<file path="config.mk">
export PLATFORM = sky130hd
export DESIGN_NAME = cosine_lut_arbiter
export DESIGN_NICKNAME = d
export VERILOG_FILES = /design/src/rtl/cosine_lut_arbiter.sv
export SDC_FILE = /design/constraint.sdc
export NUM_CORES = 1
export LEC_CHECK = 0
export CORE_ASPECT_RATIO = 0.5
export CORE_UTILIZATION = 45
export CTS_BUF_LIST = sky130_fd_sc_hd__clkbuf_8
export DETAILED_ROUTE_END_ITERATION = 6
export DONT_BUFFER_PORTS = 1
export PLACE_DENSITY = 0.6
export SYNTH_ARGS = -nofsm -noshare
export SYNTH_HDL_FRONTEND = slang
export SYNTH_SLANG_ARGS = --single-unit
</file>
<file path="constraint.sdc">
create_clock -name clk -period 2.8 [get_ports clk]
set_input_delay 0.14 -clock clk [delete_from_list [all_inputs] [get_ports clk]]
set_output_delay 0.14 -clock clk [all_outputs]
set_load 0.03 [all_outputs]
</file>
<file path="src/rtl/cosine_lut_arbiter.sv">
// Round-robin arbiter sharing one single-read-port cosine ROM between REQUESTERS channels.
// Per-channel grant counters are built only when COSINE_LUT_ARB_STATS_EN is defined.
`ifndef CARRIER_SAMPLES_PER_PERIOD
`define CARRIER_SAMPLES_PER_PERIOD 64
`endif
`ifndef FIXDT_64_A_WIDTH
`define FIXDT_64_A_WIDTH 16
`endif

module cosine_lut_arbiter #(
  parameter int REQUESTERS  = 3,
  parameter int ANGLE_WIDTH = $clog2(`CARRIER_SAMPLES_PER_PERIOD),
  parameter int DATA_WIDTH  = `FIXDT_64_A_WIDTH
) (
  input  logic                              clk,
  input  logic                              rst_n,
  input  logic [REQUESTERS-1:0]             req_valid,
  input  logic [REQUESTERS*ANGLE_WIDTH-1:0] req_angle,
  output logic [REQUESTERS-1:0]             req_ready,
  output logic [REQUESTERS-1:0]             rsp_valid,
  output logic [REQUESTERS*DATA_WIDTH-1:0]  rsp_data,
  output logic                              rom_en,
  output logic [ANGLE_WIDTH-1:0]            rom_addr,
  input  logic signed [DATA_WIDTH-1:0]      rom_data,
  input  logic                              stats_clr,
  output logic [REQUESTERS*16-1:0]          grant_count
);
  localparam int PTR_W = $clog2(REQUESTERS);
  typedef logic [PTR_W-1:0] idx_t;

  idx_t                         ptr;
  idx_t                         gnt_idx;
  idx_t                         tag_a;
  idx_t                         tag_b;
  logic                         gnt_any;
  logic                         accept;
  logic                         vld_b;
  logic [ANGLE_WIDTH-1:0]       gnt_angle;
  logic signed [DATA_WIDTH-1:0] rsp_q [REQUESTERS];

  function automatic idx_t rr_idx(input idx_t base, input int offset);
    int s;
    s = int'(base) + offset;
    if (s >= REQUESTERS) s = s - REQUESTERS;
    return idx_t'(s);
  endfunction

  // First valid channel at or after ptr, with wrap-around.
  always_comb begin
    gnt_any = 1'b0;
    gnt_idx = '0;
    for (int i = 0; i < REQUESTERS; i++) begin
      if (!gnt_any && req_valid[rr_idx(ptr, i)]) begin
        gnt_any = 1'b1;
        gnt_idx = rr_idx(ptr, i);
      end
    end
  end

  assign gnt_angle = req_angle[int'(gnt_idx)*ANGLE_WIDTH +: ANGLE_WIDTH];
  assign accept    = rst_n & gnt_any;

  always_comb begin
    req_ready = '0;
    if (accept) req_ready[gnt_idx] = 1'b1;
  end

  // Stage A drives the ROM, stage B aligns the tag with rom_data, stage C loads the channel.
  always_ff @(posedge clk) begin
    if (!rst_n) begin
      ptr       <= '0;
      rom_en    <= 1'b0;
      rom_addr  <= '0;
      tag_a     <= '0;
      vld_b     <= 1'b0;
      tag_b     <= '0;
      rsp_valid <= '0;
      for (int k = 0; k < REQUESTERS; k++) rsp_q[k] <= '0;
    end else begin
      rom_en <= accept;
      if (accept) begin
        rom_addr <= gnt_angle;
        tag_a    <= gnt_idx;
        ptr      <= (gnt_idx == idx_t'(REQUESTERS-1)) ? '0 : gnt_idx + 1'b1;
      end
      vld_b     <= rom_en;
      tag_b     <= tag_a;
      rsp_valid <= '0;
      if (vld_b) begin
        rsp_valid[tag_b] <= 1'b1;
        rsp_q[tag_b]     <= rom_data;
      end
    end
  end

  genvar g;
  generate
    for (g = 0; g < REQUESTERS; g++) begin : g_rsp
      assign rsp_data[g*DATA_WIDTH +: DATA_WIDTH] = rsp_q[g];
    end
  endgenerate

`ifdef COSINE_LUT_ARB_STATS_EN
  logic [15:0] cnt [REQUESTERS];

  // Clear wins over a same-cycle increment; counts saturate.
  always_ff @(posedge clk) begin
    for (int k = 0; k < REQUESTERS; k++) begin
      if (!rst_n || stats_clr) begin
        cnt[k] <= '0;
      end else if (accept && gnt_idx == idx_t'(k) && cnt[k] != 16'hFFFF) begin
        cnt[k] <= cnt[k] + 16'd1;
      end
    end
  end

  generate
    for (g = 0; g < REQUESTERS; g++) begin : g_cnt
      assign grant_count[g*16 +: 16] = cnt[g];
    end
  endgenerate
`else
  logic unused_stats;
  assign unused_stats = stats_clr;
  assign grant_count  = '0;
`endif

endmodule

</file>
==> impl_metrics.env, run 1 <==
export IMPL_status="finished clean"
export IMPL_yosys_area_top_type="edfxtp_1"
export IMPL_io_buffers=0
export IMPL_r2r_cells=8
export IMPL_whs_path_depth=1
export IMPL_grt_antenna_before_repair=0
export IMPL_drt_total_wl_um=5940
export IMPL_peakVddDrop_mv=0.252
export IMPL_cellPowerDensity_nw_per_um2=911
export IMPL_hp_class="in2reg"
export IMPL_clk_pin_slew_ns=0.07
export IMPL_die_h_um=61.9
export IMPL_clock_skew_final_ns=0.00401
export IMPL_crit_arrival_ns=2.40
export IMPL_post_cts_buffers=0
export IMPL_drtIter0Drc=108
export IMPL_grt_pass1_vias=1654
export IMPL_synth_edf_count=48
export IMPL_vias_per_cell=4.85
export IMPL_synth_cell_types=37
export IMPL_ctsHtreeMaxLevel=3
export IMPL_synth_ff_type="edfxtp_1"
export IMPL_async_reset_ff_share_pct=0
export IMPL_rsz0062_at_grt="no"
export IMPL_synth_top_cell_area_share_pct=44.6
export IMPL_diodes=0
export IMPL_drv_cap=0
export IMPL_cts_resized=0
export IMPL_drcViolationCount=0
export IMPL_ys_seq_elements=65
export IMPL_post_drt_wl_per_cell_um=15.1
export IMPL_crit_type="reg2out"
export IMPL_postCtsHoldBufs=17
export IMPL_yosysSeqAreaShare_pct=55.1
export IMPL_cts_sinks=65
export IMPL_layout_setup_ws_ns=0.256
export IMPL_clockRootBuffer="clkbuf_8"
export IMPL_grt_max_degree=19
export IMPL_design_area_um2=3560
export IMPL_grtUsageTotal_pct=14.9
export IMPL_fin_crit_ns=2.54
export IMPL_gp_congestion=0.732
export IMPL_overflow=0
export IMPL_crit_path_max_fanout=9
export IMPL_synth_most_common_cell="and2_1"
export IMPL_antenna_left=0
export IMPL_io_pins=149
export IMPL_drv_slew=0
export IMPL_dpl_instance_area_um2=3170
export IMPL_dpl_hpwl_um=4020
export IMPL_leakagePower_uw=0.00148
export IMPL_max_freq_mhz=393
export IMPL_synth_area_um2=3230
export IMPL_postSynthCellCount=269
export IMPL_syn_avg_cell_area_um2=12.0
export IMPL_startpoint_type="register"
export IMPL_dp_slack_ns=0.575
export IMPL_final_setup_tns_ns=0
export IMPL_maxSlewHeadroom_pct=42.7
export IMPL_firstDrtPassIters=4
export IMPL_critPathCaptureType="output port"
export IMPL_grt_first_pass_wirelength_um=8290
export IMPL_rows=21
export IMPL_tightestPinTransition_ns=0.859
export IMPL_synthTopCellsByCount="52 x and2_1, 48 x buf_4, 48 x edfxtp_1, 17 x dfxtp_1, 14 x nand3b_1"
export IMPL_dieArea_um2=7550
export IMPL_cts_buffer_depth=2
export IMPL_clk_latency_ns=0.33
export IMPL_drive_above_1_share_pct=13.0
export IMPL_hold_violations=0
export IMPL_synth_area_leaders="edfxtp_1 45%, buf_4 11%, dfxtp_1 11%, and2_1 10%, nand3b_1 3.3%"
export IMPL_yosys_warnings=0
export IMPL_initial_core_util_pct=47.5
export IMPL_vias=1905
export IMPL_syn_to_final_growth_pct=10.2
export IMPL_coreArea_um2=6810
export IMPL_cts_tree="yes"
export IMPL_setup_viol=0
export IMPL_numCtsBuffers=9
export IMPL_critPathRequiredTime_ns=2.66
export IMPL_die_x_um=122
export IMPL_finalCritPeriodShare_pct=90.9
export IMPL_nets=340
## worst max-delay path: stages (launching register included)
cell	delay (ns)
dfxtp_1	0.36
inv_1	0.09
ha_1	0.42
nand2_1	0.09
o22ai_1	0.29
a21boi_0	0.15
o31ai_1	0.39
nor3_1	0.10
buf_4	0.18
## power by group
group | internal [uW] | switching, uW
logic | 370 | 590
clock network | 491 | 329
registers | 1190 | 276
## final timing paths
kind / endpoint / slack (ns) / from
min: rsp_q[1][8]$_SDFFCE_PN0P_ / 0.01 / rom_data[8]
max reg2reg: rom_addr[3]$_SDFFE_PN0P_ / 0.53 / ptr[1]$_SDFFE_PN0P_
min reg2reg: tag_b[1]$_SDFF_PN0_ / 0.45 / tag_a[1]$_SDFFE_PN0P_
max: req_ready[0] / 0.26 / ptr[0]$_SDFFE_PN0P_
## per-stage QoR
step	cells	total power [uW]	hold WS (ns)	utilization [%]
finish	393	3240	0.0146	52.3
global route	393	3400	0.00455	52.3
CTS	392	3270	0.000312	52.2
detailed placement	359	2430	0.276	46.6
global placement	359	2400	0.267	46.6
floorplan	316	2300	0.262	-
## routing by layer
layer / global-route usage (%) / up-vias / share of wire, %
met5: 0 / - / 0
met4: 6.53 / 0 / 0.57
met3: 4.93 / 4 / 8.5
met2: 26.9 / 113 / 51
met1: 16.8 / 905 / 40
li1: - / 883 / -
## layout make-up
type,instances,area (um2)
clock buffers,9,124
clock inverters,7,85.1
fillers,592,3240
inverters,5,18.8
multi-input cells,188,1190
flip-flops and latches,65,1780
well taps,92,115
repair buffers,27,248
## state kept, by name (all words and copies together), names as in the netlist
register	count
ptr	2
rsp_q	48
rom_addr	6
rsp_valid	3
rom_en	1
tag_b	2
tag_a	2
vld_b	1
## cell usage in the layout (no fill, tap or decap), types with 2 or more instances in the layout
master,instances
and2_1,52
conb_1,48
edfxtp_1,48
dlygate4sd3_1,18
dfxtp_1,17
nand3b_1,14
nor2_1,9
clkbuf_8,9
buf_4,9
mux2i_1,8
nand2_1,8
o31ai_2,7
nand3_1,6
inv_1,5
nand2b_1,4
ha_1,4
nor2b_1,3
o21ai_0,2
a21boi_0,2
nor3_1,2
nor3b_2,2
o32ai_1,2
mux2_2,2
clkinv_2,2
bufinv_16,2
clkinv_1,2
## kinds of logic after synthesis
| family | synth area share, % |
|---|---|
| mux | 3.17 |
| fa+ha+maj | 1.55 |
| buf+inv | 14.1 |
| flops | 55.1 |
| compound gates | 6.16 |
| simple gates | 19.7 |
| other cells | 0.116 |
(Power assumes the default switching activity.)
==> run 2: changes to the inputs <==
--- a/config.mk
+++ b/config.mk
@@ -5,6 +5,7 @@
 export SDC_FILE = /design/constraint.sdc
 export NUM_CORES = 1
 export LEC_CHECK = 0
+export ABC_AREA = 1
 export CORE_ASPECT_RATIO = 0.5
 export CORE_UTILIZATION = 45
 export CTS_BUF_LIST = sky130_fd_sc_hd__clkbuf_8
==> run 2 against run 1 <==
Net effect:
- sequential power is essentially flat
- flip-flop and latch count unchanged
- clock power rose by 15%
- register-to-register slack better by 0.07 ns
- combinational power grew 6%
- non-clock buffer count fell by 25
- routed wire length fell by 4.4%
- synthesized cell count increased by 23%
- critical path depth increased by 1
- via count rose by 4.3%
- critical path type unchanged
- critical endpoint is now req_ready[2]
==> impl_metrics.env, run 2 <==
export IMPL_async_reset_ff_share_pct=0
export IMPL_ctsHtreeMaxLevel=3
export IMPL_crit_type="reg2out"
export IMPL_cts_buffer_depth=2
export IMPL_finalPower_uw=3450
export IMPL_final_cell_mix="51 x inv_1, 51 x nor2_1, 50 x nand2_1"
export IMPL_drt_total_wl_um=5680
export IMPL_drcViolationCount=0
export IMPL_syn_to_final_growth_pct=5.18
export IMPL_rsz0062_at_grt="no"
export IMPL_worstHoldStart="rst_n"
export IMPL_vias=1986
export IMPL_crit_path_max_fanout=11
export IMPL_status="finished clean"
export IMPL_largest_register="rsp_q"
export IMPL_whs_path_depth=4
export IMPL_drv_slew=0
export IMPL_design_area_um2=3350
export IMPL_initial_core_util_pct=47.2
export IMPL_dpl_instance_area_um2=3090
export IMPL_io_buffers=0
export IMPL_clock_skew_final_ns=0.00588
export IMPL_drtIter0Drc=85
export IMPL_nets=381
export IMPL_postSynthCellCount=332
export IMPL_grt_pass1_vias=1698
export IMPL_final_setup_tns_ns=0
export IMPL_dpl_hpwl_um=4010
export IMPL_antenna_left=0
export IMPL_die_h_um=61.5
export IMPL_synth_area_um2=3190
export IMPL_routed_top_layer="met4"
export IMPL_startpoint="ptr[0]$_SDFFE_PN0P_"
export IMPL_grt_antenna_before_repair=0
export IMPL_crit_arrival_ns=2.47
export IMPL_cellPowerDensity_nw_per_um2=1030
export IMPL_reg_top3="rsp_q (48), rom_addr (6), rsp_valid (3)"
export IMPL_finalCritPeriodShare_pct=93.3
export IMPL_overflow=0
export IMPL_r2r_cells=12
export IMPL_ys_seq_elements=65
export IMPL_synth_cell_types=25
export IMPL_layout_setup_ws_ns=0.189
export IMPL_rows=21
export IMPL_startpoint_type="register"
export IMPL_die_x_um=121
export IMPL_drt_met1_wl_um=2270
export IMPL_yosysSeqAreaShare_pct=55.9
export IMPL_setup_viol=0
export IMPL_grt_max_degree=19
export IMPL_synth_ff_type="edfxtp_1"
export IMPL_critPathRequiredTime_ns=2.66
export IMPL_yosys_area_top_type="edfxtp_1"
export IMPL_rr_endpoint="rom_addr[3]$_SDFFE_PN0P_"
export IMPL_vias_per_cell=4.58
export IMPL_synth_top_cell_area_share_pct=45.2
export IMPL_cts_tree="yes"
export IMPL_cts_sinks=65
export IMPL_hold_violations=0
export IMPL_firstDrtPassIters=4
export IMPL_critPathCaptureType="output port"
export IMPL_max_freq_mhz=383
export IMPL_tightestPinTransition_ns=0.824
export IMPL_peakVddDrop_mv=0.336
export IMPL_coreArea_um2=6750
export IMPL_grtUsageTotal_pct=14.9
export IMPL_syn_avg_cell_area_um2=9.60
export IMPL_grt_first_pass_wirelength_um=8140
export IMPL_rrSetupSlack_ns=0.60
export IMPL_dp_slack_ns=0.442
export IMPL_synth_edf_count=48
export IMPL_clockRootBuffer="clkbuf_8"
export IMPL_clk_latency_ns=0.33
export IMPL_wl_met2_um=2930
export IMPL_yosys_warnings=0
export IMPL_dieArea_um2=7440
export IMPL_numCtsBuffers=9
export IMPL_synth_area_leaders="edfxtp_1 45%, buf_4 12%, dfxtp_1 11%, nand2_1 6.0%, nor2_1 6.0%"
export IMPL_drv_cap=0
export IMPL_synthTopCellsByCount="51 x nand2_1, 51 x nor2_1, 50 x inv_1, 49 x buf_4, 48 x edfxtp_1"
export IMPL_timing_rr_start="ptr[0]$_SDFFE_PN0P_"
export IMPL_fin_crit_ns=2.61
export IMPL_largest_reg_flops=48
export IMPL_io_pins=149
export IMPL_min_to="rom_addr[5]$_SDFFE_PN0P_"
export IMPL_leakagePower_uw=0.00164
export IMPL_clk_pin_slew_ns=0.07
export IMPL_maxSlewHeadroom_pct=44.9
export IMPL_diodes=0
export IMPL_post_cts_buffers=0
export IMPL_route_met3_wl_um=399
export IMPL_hp_class="in2reg"
export IMPL_post_drt_wl_per_cell_um=13.1
export IMPL_gp_congestion=0.865
export IMPL_drive_above_1_share_pct=13.5
## run 2: cell types whose count changed after synthesis, moves of 11 or more
| cell | change |
|---|---|
| nand3_2 | +11 |
| nand2_1 | +43 |
| and2_1 | -52 |
| nand3b_1 | -13 |
| nor2_1 | +42 |
| inv_1 | +45 |
## run 2: layout make-up
| class | instances | area, um2 |
|---|---|---|
| clock inverters | 6 | 106 |
| well taps | 92 | 115 |
| flip-flops and latches | 65 | 1780 |
| multi-input cells | 200 | 968 |
| clock buffers | 10 | 138 |
| fillers | 623 | 3400 |
| inverters | 59 | 224 |
| repair buffers | 2 | 17.5 |
## run 2: kinds of logic after synthesis
logic type | synth area share (%)
AND/OR/NAND/NOR | 21.8
buffers and inverters | 19.4
flip-flops | 55.9
AO/OA/AOI/OAI | 1.18
adder cells (fa/ha/maj) | 1.57
other | 0.118
## run 2: stage by stage
| step | cells | hold slack, ns | utilization (%) |
|---|---|---|---|
| floorplan | 379 | 0.343 | - |
| global placement | 417 | 0.241 | 45.7 |
| detailed placement | 417 | 0.242 | 45.7 |
| CTS | 434 | 0.000428 | 49.5 |
| global route | 434 | 0.0278 | 49.6 |
| finish | 434 | 0.0158 | 49.6 |
## run 2: timing repair
action,in CTS,in global routing
endpoints found under the hold margin,11,0
gates resized for setup,0,3
setup endpoints to repair,0,2
hold buffers,1,0
## run 2: worst max path at each step
stage	to	slack, ns
final	req_ready[2]	0.19
after CTS	req_ready[0]	0.06
after detailed placement	req_ready[0]	0.44
after floorplan	req_ready[2]	0.70
after global placement	req_ready[0]	0.49
after global routing	req_ready[2]	0.01
## run 2: layer usage
layer	vias to the layer above	track usage, %
li1	944	-
met1	934	16.3
met5	-	0
met4	0	6.00
met2	99	27.4
met3	9	5.37
## run 2: worst max-delay path, stage by stage, from the launching register on
cell and delay [ns]:
dfxtp_1 0.39, inv_1 0.08, ha_1 0.36, nor3_1 0.33, nor2_4 0.11, nand3_4 0.08
clkinv_1 0.06, nand2_1 0.06, nand2_2 0.18, nor2_1 0.49
## run 2: power breakdown
part | total, uW | internal [uW] | switching (uW) | leakage [uW]
sequential | 1490 | 1190 | 292 | 0.000639
combinational | 1020 | 284 | 732 | 0.000878
clock | 945 | 611 | 335 | 0.000124
total | 3450 | 2090 | 1360 | 0.00164
